$ cat src/rtl/branch_target_buffer_if.sv
// Fetch-side lookup and MEM-side update bundle for branch_target_buffer.
// The master drives the PCs and the update; the slave (the BTB) returns the prediction.
interface branch_target_buffer_if;
   logic        lookup_pc_dummy_unused;
   logic [31:0] lookup_pc;
   logic        lookup_hit;
   logic        predict_taken;
   logic [31:0] predict_target;
   logic [1:0]  history_out;
   logic        update_en;
   logic [31:0] update_pc;
   logic [31:0] update_target;
   logic [1:0]  update_history;
   logic        invalidate_all;

   modport master (
      output lookup_pc,
      input  lookup_hit,
      input  predict_taken,
      input  predict_target,
      input  history_out,
      output update_en,
      output update_pc,
      output update_target,
      output update_history,
      output invalidate_all
   );

   modport slave (
      input  lookup_pc,
      output lookup_hit,
      output predict_taken,
      output predict_target,
      output history_out,
      input  update_en,
      input  update_pc,
      input  update_target,
      input  update_history,
      input  invalidate_all
   );
endinterface

$ cat src/rtl/branch_target_buffer.sv
// Direct-mapped BTB: combinational lookup by PC, write-back of target/history from MEM.
// Define BTB_FWD_EN to forward a same-index update straight to the lookup port.
module branch_target_buffer #(
   parameter int ENTRIES = 16
) (
   input logic                  CLK,
   input logic                  nRST,
   branch_target_buffer_if.slave bus
);
   localparam int IDX_W = $clog2(ENTRIES);
   localparam int TAG_W = 30 - IDX_W;

   typedef logic [IDX_W-1:0] idx_t;
   typedef logic [TAG_W-1:0] tag_t;

   logic [ENTRIES-1:0] valid;
   tag_t               tags    [ENTRIES];
   logic [31:0]        targets [ENTRIES];
   logic [1:0]         hists   [ENTRIES];

   idx_t l_idx;
   idx_t u_idx;
   tag_t l_tag;
   tag_t u_tag;

   assign l_idx = bus.lookup_pc[IDX_W+1:2];
   assign l_tag = bus.lookup_pc[31:IDX_W+2];
   assign u_idx = bus.update_pc[IDX_W+1:2];
   assign u_tag = bus.update_pc[31:IDX_W+2];

   // Invalidate outranks a concurrent update: the update is dropped.
   always_ff @(posedge CLK or negedge nRST) begin
      if (!nRST) begin
         valid <= '0;
         for (int i = 0; i < ENTRIES; i++) begin
            tags[i]    <= '0;
            targets[i] <= '0;
            hists[i]   <= '0;
         end
      end else if (bus.invalidate_all) begin
         valid <= '0;
      end else if (bus.update_en) begin
         valid[u_idx]   <= 1'b1;
         tags[u_idx]    <= u_tag;
         targets[u_idx] <= bus.update_target;
         hists[u_idx]   <= bus.update_history;
      end
   end

   logic        e_valid;
   tag_t        e_tag;
   logic [31:0] e_target;
   logic [1:0]  e_hist;
   logic        hit;

   always_comb begin
      e_valid  = valid[l_idx];
      e_tag    = tags[l_idx];
      e_target = targets[l_idx];
      e_hist   = hists[l_idx];
`ifdef BTB_FWD_EN
      if (bus.update_en && !bus.invalidate_all
          && (u_idx == l_idx)) begin
         e_valid  = 1'b1;
         e_tag    = u_tag;
         e_target = bus.update_target;
         e_hist   = bus.update_history;
      end
`endif
   end

   assign hit                = e_valid && (e_tag == l_tag);
   assign bus.lookup_hit     = hit;
   assign bus.predict_taken  = hit & e_hist[1];
   assign bus.predict_target = hit ? e_target
                                   : bus.lookup_pc + 32'd4;
   assign bus.history_out    = hit ? e_hist : 2'b00;
endmodule

$ cat src/flat_wrapper.sv
// flat-port wrapper written by rule: the top's interface ports become plain ports
module branch_target_buffer_flat 
#(
   parameter int ENTRIES = 16
)
  (CLK, nRST, bus_lookup_pc, bus_lookup_hit, bus_predict_taken, bus_predict_target, bus_history_out, bus_update_en, bus_update_pc, bus_update_target, bus_update_history, bus_invalidate_all);
  branch_target_buffer_if bus_i ();
  input logic CLK;
  input logic nRST;
  input wire logic [$bits(bus_i.lookup_pc)-1:0] bus_lookup_pc;
  output wire logic [$bits(bus_i.lookup_hit)-1:0] bus_lookup_hit;
  output wire logic [$bits(bus_i.predict_taken)-1:0] bus_predict_taken;
  output wire logic [$bits(bus_i.predict_target)-1:0] bus_predict_target;
  output wire logic [$bits(bus_i.history_out)-1:0] bus_history_out;
  input wire logic [$bits(bus_i.update_en)-1:0] bus_update_en;
  input wire logic [$bits(bus_i.update_pc)-1:0] bus_update_pc;
  input wire logic [$bits(bus_i.update_target)-1:0] bus_update_target;
  input wire logic [$bits(bus_i.update_history)-1:0] bus_update_history;
  input wire logic [$bits(bus_i.invalidate_all)-1:0] bus_invalidate_all;
  assign bus_i.lookup_pc = bus_lookup_pc;
  assign bus_lookup_hit = bus_i.lookup_hit;
  assign bus_predict_taken = bus_i.predict_taken;
  assign bus_predict_target = bus_i.predict_target;
  assign bus_history_out = bus_i.history_out;
  assign bus_i.update_en = bus_update_en;
  assign bus_i.update_pc = bus_update_pc;
  assign bus_i.update_target = bus_update_target;
  assign bus_i.update_history = bus_update_history;
  assign bus_i.invalidate_all = bus_invalidate_all;
  branch_target_buffer #(.ENTRIES(ENTRIES)) u_core (.CLK(CLK), .nRST(nRST), .bus(bus_i));
endmodule
$ cat config.mk
export PLATFORM = sky130hd
export DESIGN_NAME = branch_target_buffer_flat
export DESIGN_NICKNAME = d
export VERILOG_FILES = /design/src/rtl/branch_target_buffer_if.sv /design/src/rtl/branch_target_buffer.sv /design/src/flat_wrapper.sv
export SDC_FILE = /design/constraint.sdc
export NUM_CORES = 2
export LEC_CHECK = 0
export CORE_MARGIN = 2
export CORE_UTILIZATION = 55
export CTS_BUF_LIST = sky130_fd_sc_hd__clkbuf_8
export CTS_CLUSTER_SIZE = 24
export DETAILED_ROUTE_END_ITERATION = 16
export PLACE_DENSITY = 0.75
export SLEW_MARGIN = 15
export SYNTH_ARGS = -nofsm -noshare
export SYNTH_HDL_FRONTEND = slang
export SYNTH_SLANG_ARGS = --single-unit
$ cat constraint.sdc
create_clock -name CLK -period 5.6 [get_ports CLK]
set_clock_uncertainty 0.2 [all_clocks]
set_input_delay 1.4 -clock CLK [delete_from_list [all_inputs] [get_ports CLK]]
set_output_delay 1.4 -clock CLK [all_outputs]
set_load 0.02 [all_outputs]
==> run summary <==
Status: complete, but fails checks
Failing checks: setup timing
# IOs: 138
DP Area: 49,280 sq um
Share of layout cells above drive strength 1: 0.5638
Synth Area in XOR/XNOR: 0.01026
Worst path arrival time: 4600 ps
Hold Path Cell Cnt: 1
FF-to-FF End: u_core.tags[389]
Nets: 3,299
Leakage: 24.48 nW
Predominant post-synthesis flop cell: dfrtp_1
Max-slew violation count: 0
Total GRT Usage: 0.2959
Reg2reg setup slack: 4600 ps
Post-Layout Cell Count: 4,397
Clk buf depth: 3
Die area: 84,580 sq um
Hold_sp: u_core.valid[12]
Mux contribution to synthesized area: 0.3912
Slew @ Worst Pin: 1033 ps
Syn Area/Cell: 15.76 sq um
CP required: 4000 ps
RSZ-0062 raised after global routing: true
Port Buf Inserts: 135
Final hold vios: 0
Mapped cell area: 45,250 sq um
Total negative slack: -18,430 ps
Drt total wl: 123,600 um
Hold-fix buffers, CTS: 0
Die W: 290.8 um
Initial antenna violation count: 14
Gate count after technology mapping: 2,871
H-tree Lvls: 4
Worst setup path category: in -> out
Crit path launch: bus_lookup_pc[5]
Clock sink total: 976
Crit-path max FO: 24
Worst-Skew Late Latency: 820 ps
Synth top area cells: dfrtp_1, mux2_2, mux4_2
Fmax: 161.3 MHz
Asr flop ratio synth: 1.000
Global-route wire length before repair: 186,200 um
Max-cap violations: 0
Adder-cell area share of the yosys netlist: 0.0002765
Initial DRC count: 2,156
Max-slew headroom: 0.3113
Cells after DPL: 4,078
Post-synthesis register bit count: 976
Syn_nets: 2,974
CTS clk-pin slew, worst paths: 60 ps
Final Instance Area: 53,510 sq um
Simple-Gate Fraction of Synth Area: 0.01609
Vias: 27.54k
Routed Antenna Nets: 0
Worst flop-to-flop path startpoint: u_core.tags[389]
Wirelength per Cell: 28.11 um
Period minus WS final: 6201 ps
Startpoint types: primary input
First-pass DRT Iterations: 5
Grt total ovfl: 0
HPWL Detailed: 76,540 um
Post-route setup slack: -601.0 ps
Core area: 81,720 sq um
# rows: 105
Total number of yosys warnings: 0
Hold endpoint: u_core.valid[12]
Area share of the largest cell type after synthesis: 0.5397
Vias per cell: 6.264
Post-synthesis sequential area ratio: 0.5397
Pwr Density: 353.4 nW/um^2
Largest net degree at the start of global routing: 124
Tcrit/Tclk final: 1.107
TritonCTS buffer count: 160
Post-synth EDFFs: 0
Main combinational cell family by area after synthesis: multiplexers
CTS tree: yes
Netlist cell types: 59
VDD IR max: 0.2398 mV
Chip height: 290.8 um
Top cell type by total area after synthesis: dfrtp_1
Compound-Gate Fraction of Synth Area: 0.01626
Number of global-route vias before repair: 29.93k
P&R area growth vs syn: 18.25%
Starting Density: 0.5537
R2R depth: 1
DRC errors left: 0
CP endpoint kind: output port
Final setup violating endpoints: 36
HP Class: reg -> reg
Gpl congestion: 0.9432
CTS root buffer: clkbuf_8
## synthesized netlist by cell type (3+ instances only)
library cell  number
dfrtp_1          976
mux2_2           962
mux4_2           257
clkbuf_1         142
mux2i_1           73
buf_1             62
nand2_1           51
xnor2_1           36
mux2_1            31
buf_2             26
inv_1             22
nor2_1            21
o21ai_0           20
xor2_1            17
nand3_1           16
buf_4             14
nor2b_1           12
a22oi_1           11
and3_1            11
a22o_1            10
buf_6              9
nor3_1             7
a21o_1             6
a21oi_1            6
and2_1             6
a221oi_1           5
o2111ai_1          4
o211ai_1           4
o22ai_1            4
o31ai_1            4
a32oi_1            3
and4_1             3
nand4_1            3
nor3b_1            3
nor4_1             3
## stage by stage
| step | hold WS, ps | worst slack [ps] | total power [W] | utilization |
|---|---|---|---|---|
| after floorplan | 244.4 | -50.97 | 0.01128 | - |
| after global placement | 253.5 | -1170 | 0.01225 | 0.6030 |
| after global routing | 290.4 | -647.1 | 0.01969 | 0.6548 |
| final | 278.1 | -601.0 | 0.01891 | 0.6548 |
| after detailed placement | 266.4 | -1217 | 0.01255 | 0.6030 |
| after CTS | 280.6 | -653.5 | 0.01890 | 0.6501 |
## layout make-up
type,instances,area [sq um]
well taps,1070,1339
multi-input cells,1620,20140
fillers,5640,28210
inverters,22,83.83
clock buffers,213,2932
repair buffers,416,4189
clock inverters,75,391.6
diodes,5,12.51
flip-flops and latches,976,24420
## power breakdown
group	internal [W]	switching, W	total, W	leakage (nW)
Combinational	0.00210	0.00136	0.00346	10.1
Sequential	0.00841	0.000699	0.00911	12.5
Clock	0.00345	0.00289	0.00634	1.88
Total	0.0140	0.00496	0.0189	24.5
## registers in the layout, indices dropped and copies added (netlist names)
signal and flops:
u_core.valid 16, u_core.hists 32, u_core.tags 416, u_core.targets 512
## critical path, stage by stage
cell	delay, ps
clkdlybuf4s50_1	540
buf_12	240
nor2_2	380
a22o_1	260
a221oi_4	60
xnor2_1	180
a211oi_2	230
nand3_2	150
nor3_4	220
buf_12	160
buf_12	130
buf_16	160
mux2_4	320
buf_6	130
## layout by cell type (no fill, tap or decap), types with 9 or more instances in the layout
cell             netlist  routed
clkdlybuf4s50_1        0      95
a22o_1                10      10
a22oi_1               11       9
dfrtp_1              976     976
xnor2_1               36      35
o21ai_0               20      19
inv_1                 22      64
xor2_1                17      13
clkinv_2               0      20
nand3_1               16      15
nand2_1               51      40
mux2_2               962     961
mux4_2               257     257
mux2_4                 0      25
mux2i_1               73      68
nand2_4                0      10
nor2_1                21      20
buf_6                  9      40
buf_4                 14     223
clkbuf_8               0     213
buf_12                 0      36
## how the worst max path moves through the flow
stage,end,slack [ps],cells after the start
global placement,bus_predict_target[31],-1170,11
global route,bus_predict_target[1],-650,15
CTS,bus_predict_target[1],-650,16
floorplan,bus_predict_target[0],-50,9
finish,bus_predict_target[1],-600,14
detailed placement,bus_predict_target[1],-1220,11
## layer usage
layer,global-route usage,part of all wire
met1,0.3983,0.41
met2,0.4656,0.48
met3,0.08435,0.081
met4,0.1016,0.033
met5,0,0.0010
## logic make-up after synthesis
family	Yosys count
mux	1323
buf+inv	275
fa+ha+maj	1
simple gates	145
compound gates	98
xor+xnor	53
flops	976
## timing repair
action                                  in CTS  in global routing
gates cloned                                 5                  1
pin swaps                                    5                 18
gates resized for setup                    250                 58
setup buffers                               11                 11
endpoints found under the setup margin      36                 36
No activity file was read; power rests on OpenSTA's default activity.
